$ cat src/rtl/maj_tt_sweeper.sv
// ----------------------------------------------------------------------------
// maj_tt_sweeper
//
// Characterises a small network of three-input majority nodes by sweeping all
// 128 assignments of x0..x6 and assembling the resulting 128-bit truth table.
// A single shared MAJ3 evaluator is time-multiplexed over the node program,
// one node per cycle, so each input pattern costs exactly n cycles.
//
// Ports
//   clk        clock, all state changes on the rising edge
//   rst        synchronous active-high reset
//   prog_we    program slot write strobe (ignored unless idle)
//   prog_addr  program slot to write
//   prog_data  {op2, op1, op0}, 4 bits each
//   n_nodes    node count, sampled together with start
//   start      begin a sweep (ignored unless idle)
//   busy       sweep in progress
//   done       one-cycle pulse once tt is final
//   err        one-cycle pulse after a start with an illegal node count
//   tt         truth table, tt[p] = f(x0..x6 = p), x0 = LSB of p
//
// Operand encoding: 0..6 -> x0..x6, 7 -> constant 0, 8..15 -> node (sel-8).
// A node operand that points at itself or a later node reads 0.
//
// state  | meaning
// -------+--------------------------------------------------------------
// IDLE   | waiting for start; program writes accepted
// EVAL   | evaluating node k of pattern p, one node per cycle
// DONE   | done pulse for one cycle, then back to IDLE
// ----------------------------------------------------------------------------
module maj_tt_sweeper #(
  parameter int MAX_NODES = 8
) (
  input  logic         clk,
  input  logic         rst,
  input  logic         prog_we,
  input  logic [2:0]   prog_addr,
  input  logic [11:0]  prog_data,
  input  logic [3:0]   n_nodes,
  input  logic         start,
  output logic         busy,
  output logic         done,
  output logic         err,
  output logic [127:0] tt
);

  typedef enum logic [1:0] {
    S_IDLE = 2'd0,
    S_EVAL = 2'd1,
    S_DONE = 2'd2
  } state_t;

  localparam logic [3:0]  MAX_N4    = 4'(MAX_NODES);
  localparam logic [11:0] PROG_ZERO = {4'd7, 4'd7, 4'd7};

  state_t                 state_q, state_d;
  logic [3:0]             n_q, n_d;
  logic [6:0]             p_q, p_d;
  logic [2:0]             k_q, k_d;
  logic [MAX_NODES-1:0]   node_q, node_d;
  logic [127:0]           tt_q, tt_d;
  logic                   busy_q, busy_d;
  logic                   done_q, done_d;
  logic                   err_q, err_d;
  logic [11:0]            prog_q [MAX_NODES];
  logic [11:0]            prog_d [MAX_NODES];

  logic [11:0]            cur_prog;
  logic [7:0]             res8;
  logic                   a_val, b_val, c_val;
  logic                   maj_out;
  logic                   last_node;
  logic                   start_ok;
  logic                   addr_ok;

  // Resolve one 4-bit operand against the current pattern and the node
  // results produced so far for this pattern. The j < k guard keeps self and
  // forward references at 0 regardless of what the result register holds.
  function automatic logic op_val(input logic [3:0] sel,
                                  input logic [6:0] pat,
                                  input logic [7:0] res,
                                  input logic [2:0] k);
    logic v;
    v = 1'b0;
    if (sel < 4'd7) begin
      v = pat[sel[2:0]];
    end else if (sel[3] && (sel[2:0] < k)) begin
      v = res[sel[2:0]];
    end
    return v;
  endfunction

  // Shared evaluator datapath
  always_comb begin
    cur_prog  = prog_q[k_q];
    res8      = 8'(node_q);
    a_val     = op_val(cur_prog[3:0],  p_q, res8, k_q);
    b_val     = op_val(cur_prog[7:4],  p_q, res8, k_q);
    c_val     = op_val(cur_prog[11:8], p_q, res8, k_q);
    maj_out   = (a_val & b_val) | (a_val & c_val) | (b_val & c_val);
    last_node = ({1'b0, k_q} == (n_q - 4'd1));
    start_ok  = (n_nodes != 4'd0) && (n_nodes <= MAX_N4);
    addr_ok   = ({1'b0, prog_addr} < MAX_N4);
  end

  // Next-state logic
  always_comb begin
    state_d = state_q;
    n_d     = n_q;
    p_d     = p_q;
    k_d     = k_q;
    node_d  = node_q;
    tt_d    = tt_q;
    busy_d  = busy_q;
    done_d  = 1'b0;
    err_d   = 1'b0;
    prog_d  = prog_q;

    case (state_q)
      S_IDLE: begin
        busy_d = 1'b0;
        // The write and a same-cycle start both commit on this edge; the
        // sweep first reads the program a cycle later, so the write wins.
        if (prog_we && addr_ok) begin
          prog_d[prog_addr] = prog_data;
        end
        if (start) begin
          if (start_ok) begin
            state_d = S_EVAL;
            n_d     = n_nodes;
            p_d     = 7'd0;
            k_d     = 3'd0;
            node_d  = '0;
            tt_d    = '0;
            busy_d  = 1'b1;
          end else begin
            err_d = 1'b1;
          end
        end
      end

      S_EVAL: begin
        busy_d         = 1'b1;
        node_d[k_q]    = maj_out;
        if (last_node) begin
          tt_d[p_q] = maj_out;
          if (p_q == 7'd127) begin
            state_d = S_DONE;
            busy_d  = 1'b0;
            done_d  = 1'b1;
          end else begin
            p_d    = p_q + 7'd1;
            k_d    = 3'd0;
            node_d = '0;
          end
        end else begin
          k_d = k_q + 3'd1;
        end
      end

      S_DONE: begin
        state_d = S_IDLE;
        busy_d  = 1'b0;
      end

      default: begin
        state_d = S_IDLE;
        busy_d  = 1'b0;
      end
    endcase
  end

  // State and registered outputs
  always_ff @(posedge clk) begin
    if (rst) begin
      state_q <= S_IDLE;
      n_q     <= 4'd0;
      p_q     <= 7'd0;
      k_q     <= 3'd0;
      node_q  <= '0;
      tt_q    <= '0;
      busy_q  <= 1'b0;
      done_q  <= 1'b0;
      err_q   <= 1'b0;
      for (int i = 0; i < MAX_NODES; i++) begin
        prog_q[i] <= PROG_ZERO;
      end
    end else begin
      state_q <= state_d;
      n_q     <= n_d;
      p_q     <= p_d;
      k_q     <= k_d;
      node_q  <= node_d;
      tt_q    <= tt_d;
      busy_q  <= busy_d;
      done_q  <= done_d;
      err_q   <= err_d;
      prog_q  <= prog_d;
    end
  end

  assign busy = busy_q;
  assign done = done_q;
  assign err  = err_q;
  assign tt   = tt_q;

endmodule

$ cat config.mk
export PLATFORM = sky130hd
export DESIGN_NAME = maj_tt_sweeper
export DESIGN_NICKNAME = d
export VERILOG_FILES = /design/src/rtl/maj_tt_sweeper.sv
export SDC_FILE = /design/constraint.sdc
export NUM_CORES = 1
export LEC_CHECK = 0
export CORE_MARGIN = 2
export CORE_UTILIZATION = 60
export CTS_CLUSTER_DIAMETER = 100
export CTS_CLUSTER_SIZE = 10
export DETAILED_ROUTE_END_ITERATION = 16
export PLACE_DENSITY = 0.85
export SYNTH_ARGS = -nofsm -noshare
export SYNTH_HDL_FRONTEND = slang
export SYNTH_SLANG_ARGS = --single-unit
export TNS_END_PERCENT = 5
$ cat constraint.sdc
create_clock -name clk -period 6.99 [get_ports clk]
set_input_delay 1.398 -clock clk [delete_from_list [all_inputs] [get_ports clk]]
set_output_delay 1.398 -clock clk [all_outputs]
set_load 0.05 [all_outputs]
# Yosys cells after proc, flatten, opt, wreduce, memory -nomap -nowiden
# Index checks and enable logic that the tools add are counted.
[word_totals]
register_bits = 251
latchBits = 0
ramBits = 0
mem_bits_ro = 0
in_bits = 23
output_inout_bits = 131
mem_count = 0
[op_classes]
add_sub_neg = 3
mul = 0
div_mod_pow = 0
magnitude_cmp = 17
n_eq_ne = 9
shifts = 0
n_mux = 61
bitwise = 11
n_reduce_logical = 19
[ops]
columns = ["op", "count"]
rows = [
  ["128-bit 2-to-1 mux", 3],
  ["128-bit one-hot mux with 2 select lines", 1],
  ["128-bit bitwise mux", 1],
  ["96-bit bitwise mux", 1],
  ["12-bit binary-select mux with 3-bit select", 1],
  ["12-bit demux with 3-bit select", 1],
  ["12-bit 2-to-1 mux", 3],
  ["8-bit 2-to-1 mux", 4],
  ["7-bit 2-to-1 mux", 4],
  ["1-bit 2-to-1 mux", 20],
  ["1-bit binary-select mux with 3-bit select", 6],
  ["3-bit by 4-bit < comparator with 1-bit output (second input constant)", 4],
  ["8-bit one-hot mux with 2 select lines", 1],
  ["7-bit one-hot mux with 2 select lines", 1],
  ["4-bit by 3-bit < comparator with 1-bit output (second input constant)", 3],
  ["3-bit 2-to-1 mux", 4],
  ["4-bit AND reduction", 3],
  ["2-bit != test (second input constant)", 5],
  ["3-bit < comparator", 3],
  ["8-bit bitwise mux", 1],
  ["4-bit greater-or-equal comparator (second input constant)", 2],
  ["7-bit by 8-bit < comparator with 1-bit output (second input constant)", 1],
  ["2-bit 2-to-1 mux", 4],
  ["3-bit NOT with 4-bit output", 2],
  ["other kinds (27)", 41],
]

# Longest topological paths before layout
# Gate-level depths: netlist of the first run.
[depth]
ltp_word = 15
ltp_mapped = 17
ltp_nobuf = 13

# Least setup slack after synthesis of the first run
# OpenSTA, ideal clock, no wires.
[synth_timing]
path_type = "input to register"
startpoint = "in n_nodes[0]"
endpoint = "reg tt_q[124] (netlist: tt[124])"
setup_ns = 0.089
t_arrival_ns = 3.674
setup_slack_ns = 3.227
path_stages = 11
n_path_buf = 2
cell_sequence = "nor3_1 xnor2_1 a21oi_1 or2_2 a21o_1 buf_2 nor2_1 nand2_1 o22a_4 buf_6 o32ai_2"
[synth_between]
elab_chain_cells = 4
elab_cells_between_ends = 5
[synth_rtl]
columns = ["element", "line_no", "text"]
rows = [
  ["start: declaration", "39", "input logic [3:0] n_nodes,"],
  ["4-bit <= comparator or 4-bit nonzero test (tied branches)", "102", "start_ok = (n_nodes != 4'd0) && (n_nodes <= MAX_N4);"],
  ["1-bit logical AND (*)", "102", ""],
  ["2-bit != test (no line) (*)", "-", ""],
  ["4-bit AND reduction (no line) (*)", "-", ""],
  ["end signal: assignment", "194", "tt_q <= tt_d;"],
  ["end: declaration", "61", "logic [127:0] tt_q, tt_d;"],
]
# Every way passes the cells marked *; elsewhere a longest branch is shown, timed or not.
# A chain may end at the register's enable or synchronous reset.

# Worst setup path after layout of the first run
[layout_timing]
startpoint = "reg k_q[2]"
endpoint = "reg tt_q[75] (netlist: tt[75])"
[layout_between]
elab_chain_cells = 14
elab_cells_between_ends = 42
[layout_rtl]
columns = ["element", "line_no", "text"]
rows = [
  ["start: declaration", "59", "logic [2:0] k_q, k_d;"],
  ["start signal: assignment", "192", "k_q <= k_d;"],
  ["3-bit NOT with 4-bit output (not written as such)", "95", "cur_prog = prog_q[k_q];"],
  ["12-bit binary-select mux with 3-bit select", "95", ""],
  ["12-bit 2-to-1 mux (not written as such) (2 in series)", "95", ""],
  ["1-bit binary-select mux with 3-bit select or 3-bit < comparator (tied branches)", "88, 87", ""],
  ["1-bit 2-to-1 mux (not written as such) or 1-bit logical AND (tied branches)", "88, 87", ""],
  ["1-bit 2-to-1 mux", "87", "end else if (sel[3] && (sel[2:0] < k)) begin"],
  ["1-bit 2-to-1 mux", "85", "if (sel < 4'd7) begin"],
  ["1-bit AND", "100", "maj_out = (a_val & b_val) | (a_val & c_val) | (b_val & c_val);"],
  ["1-bit bitwise OR (2 in series)", "100", ""],
  ["128-bit bitwise mux", "146", "tt_d[p_q] = maj_out;"],
  ["128-bit 2-to-1 mux", "145", "if (last_node) begin"],
  ["128-bit one-hot mux with 2 select lines", "119", "case (state_q)"],
]
# Several ways; a longest one is shown, not always the timed one. The select of a mux whose other input is x is not followed.

==> metrics.md, run 1 <==
| Metric | Value |
|---|---|
| Post-synth net total | 1596 |
| CTS hold repair buffers | 0 |
| Avg WL per Cell | 20.1 um |
| Type of the worst setup path | reg2reg |
| GPL Wtd Cong | 0.872 |
| Synthesized area | 12900 um2 |
| Post-synth ARST share | 0% |
| Port bufs | 153 |
| PwrDens | 206 nW/um2 |
| Primary FF master, synth | dfxtp_1 |
| GR Util All Layers | 32.3% |
| Root buf cell | clkbuf_16 |
| Fin crit period | 4.77 ns |
| Core ar. | 21100 um2 |
| Hold Slack | 0.455 ns |
| Clock power frac | 41.7% |
| Top Ports | 154 |
| Height of the die | 151 um |
| Hold Violations, Final | 0 |
| Max Freq | 0.210 GHz |
| # DRC | 0 |
| Standby leakage power | 5.01 nW |
| Max-slew violations | 0 |
| Die ar. | 22700 um2 |
| Clk_lat worst skew | 0.54 ns |
| TritonCTS clock tree | built |
| Setup TNS | 0 ns |
| Logic pwr share | 10.5% |
| Status | finished clean |
| Critical Path Source Type | flop |
| Router iterations before antenna repair | 5 |
| Setup violations, final | 0 |
| RSZ-0062 raised after global routing | false |
| Rows | 53 |
| Antenna diode count | 0 |
| Final clock skew | 0.0159 ns |
| Post-CTS Setup Inserts | 0 |
| Crit path arrival time | 5.23 ns |
| Max clock buf depth | 3 |
| Syn avg cell area | 8.27 um2 |
| Sw frac | 25.5% |
| Register area share after synthesis | 38.9% |
| Syn Inst Count | 1564 |
| Class of the worst hold path | reg2reg |
| DP Area | 14200 um2 |
| Peak VDD IR | 0.182 mV |
| Max_slew headroom | 16.8% |
| Number of global-route vias before repair | 11375 |
| CTS Buf Count | 29 |
| Slew at the pin closest to its max-slew limit | 1.24 ns |
| Final HPWL DP | 23700 um |
| Synthesis Warnings | 0 |
| Vias | 12194 |
| Share of layout cells above drive strength 1 | 6.30% |
| CTS clk-pin slew, worst paths | 0.06 ns |
| Grt total ovfl | 0 |
| Final nets | 1651 |
| Largest net degree at the start of global routing | 131 |
| Sw power | 0.000785 W |
| Vias per inst | 6.44 |
| Total power | 0.00308 W |
| Period utilization | 68.2% |
| Sequential share of power | 47.8% |
| EDFF count, synth | 0 |
| P&R area growth vs syn | 15.6% |
| Placed Cells incl. Taps | 1863 |
| Register bit count reported by yosys | 251 |
| DRT Wirelength | 38100 um |
| Final cell count without fillers | 1894 |
| Fill count | 1607 |
| P_int | 0.00229 W |
| First-pass GRT wire length | 58900 um |
| Initial DRC Count | 1438 |
| Max Fanout on Critical Path | 33 |
| Synth cell types | 79 |
| Req. time, crit path | 7.45 ns |
| Worst setup EP type | flop |
| Resized cells post-CTS | 0 |
| Initial Util | 61.3% |
| Post-route ant nets | 0 |
| Die X | 151 um |
| H-tree levels | 1 |
| Clock Sinks | 251 |
| Max Cap Violations | 0 |
| Design Area, Final | 15000 um2 |
| Initial antenna violation count | 0 |
cells in the mapped netlist (12+ instances only):
| library cell | number | area, um2 |
|---|---|---|
| a211o_1 | 28 | 245 |
| a21oi_1 | 32 | 160 |
| a31oi_1 | 13 | 81.3 |
| buf_4 | 14 | 105 |
| buf_6 | 15 | 169 |
| clkbuf_1 | 94 | 353 |
| dfxtp_1 | 251 | 5020 |
| inv_1 | 29 | 109 |
| mux2i_1 | 35 | 350 |
| nand2_1 | 172 | 646 |
| nand3_1 | 20 | 100 |
| nand3b_1 | 62 | 465 |
| nor2_1 | 300 | 1130 |
| nor2b_1 | 37 | 231 |
| nor3_1 | 12 | 60.1 |
| o21ai_0 | 148 | 741 |
| o2bb2ai_1 | 112 | 981 |
flip-flops by register name, indices dropped and copies added, names as in the netlist:
name / flops
busy: 1
prog_q: 96
done: 1
k_q: 3
p_q: 7
n_q: 4
tt: 128
node_q: 8
err: 1
state_q: 2
cell type report:
class                      instances  area [um2]  share of cell area (%)
multi-input combinational       1146        7130                    47.7
sequential                       251        5030                    33.6
timing repair buffer             160        1600                    10.7
clock buffer                      30         729                    4.88
tap                              275         344                    2.30
inverter                          31         116                   0.778
clock inverter                     1        8.76                  0.0586
power groups by stage:
stage	Combinational (W)	Clock, W	Sequential (W)
6_report	0.000323	0.00128	0.00147
5_1_grt	0.000351	0.00133	0.00147
4_1_cts	0.000315	0.00128	0.00147
3_5_place_dp	0.000313	0	0.00150
3_3_place_gp	0.000306	0	0.00150
2_1_floorplan	0.000254	0	0.00149
worst max-delay path, stage by stage (launching register included):
cell and delay (ns):
dfxtp_2 0.83, mux2_1 0.38, mux4_2 0.50, nor2_1 0.28
inv_1 0.13, ha_1 0.28, o21ai_0 0.08, a31oi_1 0.07
nor3b_1 0.33, a31oi_2 0.16, o211ai_4 0.27, o21ai_4 0.21
o32ai_4 0.95, o2bb2ai_1 0.21
placed cells by master, fill, tap and decap left out, types with 9 or more instances in the layout:
master,netlist,routed
clkbuf_16,0,29
nor2_1,300,300
a211o_1,28,28
o32ai_2,10,10
clkdlybuf4s50_1,0,152
ha_1,9,9
nand3_1,20,20
nor3_1,12,12
a31oi_1,13,13
dfxtp_1,251,249
o21ai_0,148,148
a21oi_1,32,32
nand3b_1,62,62
and2_1,9,9
o2bb2ai_1,112,112
mux2i_1,35,35
nand2_1,172,172
and3_1,9,9
inv_1,29,29
nor2b_1,37,37
metrics by stage:
step	worst slack, ns	utilization, %
floorplan	3.23	-
global placement	2.31	67.4
detailed placement	2.24	67.4
CTS	2.33	70.9
global route	2.05	70.9
finish	2.22	70.9
kinds of logic (layout without fill, tap and decap cells):
family | Yosys count | count (layout) | synth area share (%)
simple gates | 656 | 656 | 23.2
compound gates | 414 | 414 | 24.7
flops | 251 | 251 | 38.9
buf+inv | 167 | 222 | 6.22
mux | 56 | 56 | 5.41
xor+xnor | 11 | 11 | 0.745
fa+ha+maj | 9 | 9 | 0.871
routing by layer:
| metal | vias up | share of wire (%) | GRT usage, % |
|---|---|---|---|
| met2 | 667 | 46 | 51.3 |
| met5 | - | 0 | 0 |
| met3 | 105 | 10 | 5.48 |
| met4 | 0 | 2.8 | 10.4 |
| met1 | 5813 | 41 | 45.0 |
| li1 | 5609 | - | - |
final timing paths:
kind | startpoint | cells past startpoint | slack [ns] | to
min | prog_q[55] | 2 | 0.45 | prog_q[55]
max reg2reg | k_q[2] | 13 | 2.22 | tt[75]
min reg2reg | prog_q[55] | 2 | 0.45 | prog_q[55]
max | k_q[2] | 13 | 2.22 | tt[75]
(Power assumes the default switching activity.)
==> run 2: changes to the inputs <==
--- a/config.mk
+++ b/config.mk
@@ -6,11 +6,11 @@
 export NUM_CORES = 1
 export LEC_CHECK = 0
 export CORE_MARGIN = 2
-export CORE_UTILIZATION = 60
+export CORE_UTILIZATION = 57
 export CTS_CLUSTER_DIAMETER = 100
 export CTS_CLUSTER_SIZE = 10
 export DETAILED_ROUTE_END_ITERATION = 16
-export PLACE_DENSITY = 0.85
+export PLACE_DENSITY = 0.81
 export SYNTH_ARGS = -nofsm -noshare
 export SYNTH_HDL_FRONTEND = slang
 export SYNTH_SLANG_ARGS = --single-unit
==> constraint.sdc (replaced) <==
create_clock -name clk -period 4.45 [get_ports clk]
set_input_delay 0.89 -clock clk [delete_from_list [all_inputs] [get_ports clk]]
set_output_delay 0.89 -clock clk [all_outputs]
set_load 0.05 [all_outputs]
==> run 2 against run 1 <==
Net effect: worst setup slack worse by 1.9 ns; flip-flop and latch count did not move; utilization fell by 3.3 points; via count about the same; critical endpoint is now tt[122]; die area increased by 5.1%; largest power group unchanged; combinational power up 61%; critical path type unchanged.
==> metrics.md, run 2 (synthesized netlist as in run 1, its figures left out) <==
| Metric | Value |
|---|---|
| Initial DRC Count | 1179 (was 1438) |
| Largest net degree at the start of global routing | 111 (was 131) |
| Multi-input gate area | 7130 um2 (unchanged) |
| Height of the die | 155 um (was 151 um) |
| Max_slew headroom | 18.4% (was 16.8%) |
| Period utilization | 93.2% (was 68.2%) |
| Max-slew violations | 0 (unchanged) |
| Status | finished clean (unchanged) |
| Max FFs per register | 128 (unchanged) |
| First-pass GRT wire length | 60300 um (was 58900 um) |
| Commonest non-fill, non-tap cell in the layout | nor2_1 (unchanged) |
| Setup TNS | 0 ns (unchanged) |
| Share of layout cells above drive strength 1 | 7.78% (was 6.30%) |
| Worst setup EP type | flop (unchanged) |
| Rows | 55 (was 53) |
| H-tree levels | 1 (unchanged) |
| RSZ-0062 raised after global routing | false (unchanged) |
| Avg WL per Cell | 19.8 um (was 20.1 um) |
| Placed Cells incl. Taps | 1898 (was 1863) |
| Post-route ant nets | 0 (unchanged) |
| Antenna diode count | 0 (unchanged) |
| Final HPWL DP | 24800 um (was 23700 um) |
| Critical Path Source Type | flop (unchanged) |
| Core ar. | 22400 um2 (was 21100 um2) |
| GR Util All Layers | 30.9% (was 32.3%) |
| Initial antenna violation count | 0 (unchanged) |
| Clk_lat worst skew | 0.55 ns (was 0.54 ns) |
| Die X | 155 um (was 151 um) |
| Initial Util | 57.6% (was 61.3%) |
| Port bufs | 153 (unchanged) |
| DRT Wirelength | 38300 um (was 38100 um) |
| Class of the worst hold path | reg2reg (unchanged) |
| Number of global-route vias before repair | 11149 (was 11375) |
| Hold Violations, Final | 0 (unchanged) |
| FF/Latch Area | 5030 um2 (unchanged) |
| Final cell count without fillers | 1930 (was 1894) |
| Most frequent cells in the layout | nor2_1, dfxtp_1, nand2_1 (unchanged) |
| Crit path arrival time | 4.61 ns (was 5.23 ns) |
| Fin crit period | 4.15 ns (was 4.77 ns) |
| Final clock skew | 0.0137 ns (was 0.0159 ns) |
| Router iterations before antenna repair | 6 (was 5) |
| Setup violations, final | 0 (unchanged) |
| Req. time, crit path | 4.91 ns (was 7.45 ns) |
| Die ar. | 23900 um2 (was 22700 um2) |
| Final nets | 1677 (was 1651) |
| Max Fanout on Critical Path | 26 (was 33) |
| Max Cap Violations | 0 (unchanged) |
| Final core utilization | 67.6% (was 70.9%) |
| Top Ports | 154 (unchanged) |
| Clock Sinks | 251 (unchanged) |
| Grt total ovfl | 0 (unchanged) |
| Vias per inst | 6.31 (was 6.44) |
| Slew at the pin closest to its max-slew limit | 1.22 ns (was 1.24 ns) |
| Standby leakage power | 5.14 nW (was 5.01 nW) |
| Vias | 12183 (was 12194) |
| Type of the worst setup path | reg2reg (unchanged) |
| Root buf cell | clkbuf_16 (unchanged) |
| Peak VDD IR | 0.268 mV (was 0.182 mV) |
| Max Freq | 0.241 GHz (was 0.210 GHz) |
| # DRC | 0 (unchanged) |
| Max clock buf depth | 3 (unchanged) |
| P&R area growth vs syn | 17.2% (was 15.6%) |
| CTS Buf Count | 29 (unchanged) |
| PwrDens | 320 nW/um2 (was 206 nW/um2) |
| CTS hold repair buffers | 0 (unchanged) |
| CTS clk-pin slew, worst paths | 0.06 ns (about the same) |
| TritonCTS clock tree | built (unchanged) |
| Fill count | 1797 (was 1607) |
| GPL Wtd Cong | 0.919 (was 0.872) |
[run 2: cell types whose count changed in the layout (fill, tap and decap cells not counted)]
cell / before / now
buf_4: 6 / 32
[run 2: cell type report]
type	instances	share of cell area, %
tap	285	2.35
multi-input combinational	1146	47.0
clock buffer	30	4.81
clock inverter	1	0.0578
sequential	251	33.2
timing repair buffer	186	11.8
inverter	31	0.768
[run 2: layer usage]
metal	share of wire, %	track usage [%]
met5	0	0
met4	2.8	10.4
met3	8.9	3.98
met2	46	49.5
met1	42	43.4
[run 2: metrics by stage]
| stage | area [um2] | hold WS [ns] | total power [W] | worst slack [ns] |
|---|---|---|---|---|
| global route | 15200 | 0.476 | 0.00499 | 0.0309 |
| global placement | 14400 | 0.438 | 0.00285 | 0.330 |
| finish | 15200 | 0.454 | 0.00485 | 0.303 |
| detailed placement | 14400 | 0.443 | 0.00286 | 0.250 |
| floorplan | 12900 | 0.430 | 0.00275 | 0.795 |
| CTS | 15100 | 0.451 | 0.00483 | 0.221 |
[run 2: power breakdown]
part | total (W) | internal, W | leakage, nW | switching, W
clock network | 0.00202 | 0.00114 | 0.363 | 0.000882
registers | 0.00231 | 0.00228 | 2.03 | 0.0000309
logic | 0.000520 | 0.000188 | 2.75 | 0.000332
total | 0.00485 | 0.00361 | 5.14 | 0.00124
[run 2: worst max-delay path, stage by stage (launching register included)]
cell and delay [ns]:
dfxtp_2 0.71, buf_4 0.32, mux4_1 0.35, nand2_1 0.12, o21ai_0 0.22, ha_1 0.37, a211oi_1 0.22, o311ai_1 0.19
a2111oi_4 0.45, o21ai_4 0.26, o32ai_4 0.30, buf_4 0.37, o2bb2ai_1 0.16
[run 2: path summary, 6_finish.rpt]
check,startpoint,end,slack (ns),cells after the start
worst max-delay path,k_q[0],tt[122],0.30,12
worst min-delay path,prog_q[67],prog_q[67],0.45,2
worst max register to register,k_q[0],tt[122],0.30,12
worst min register to register,prog_q[67],prog_q[67],0.45,2
[run 2: timing repair]
item / 4_1_cts / 5_1_grt
gates resized for setup: 0 / 0
endpoints found under the setup margin: 0 / 41
setup buffers: 0 / 1
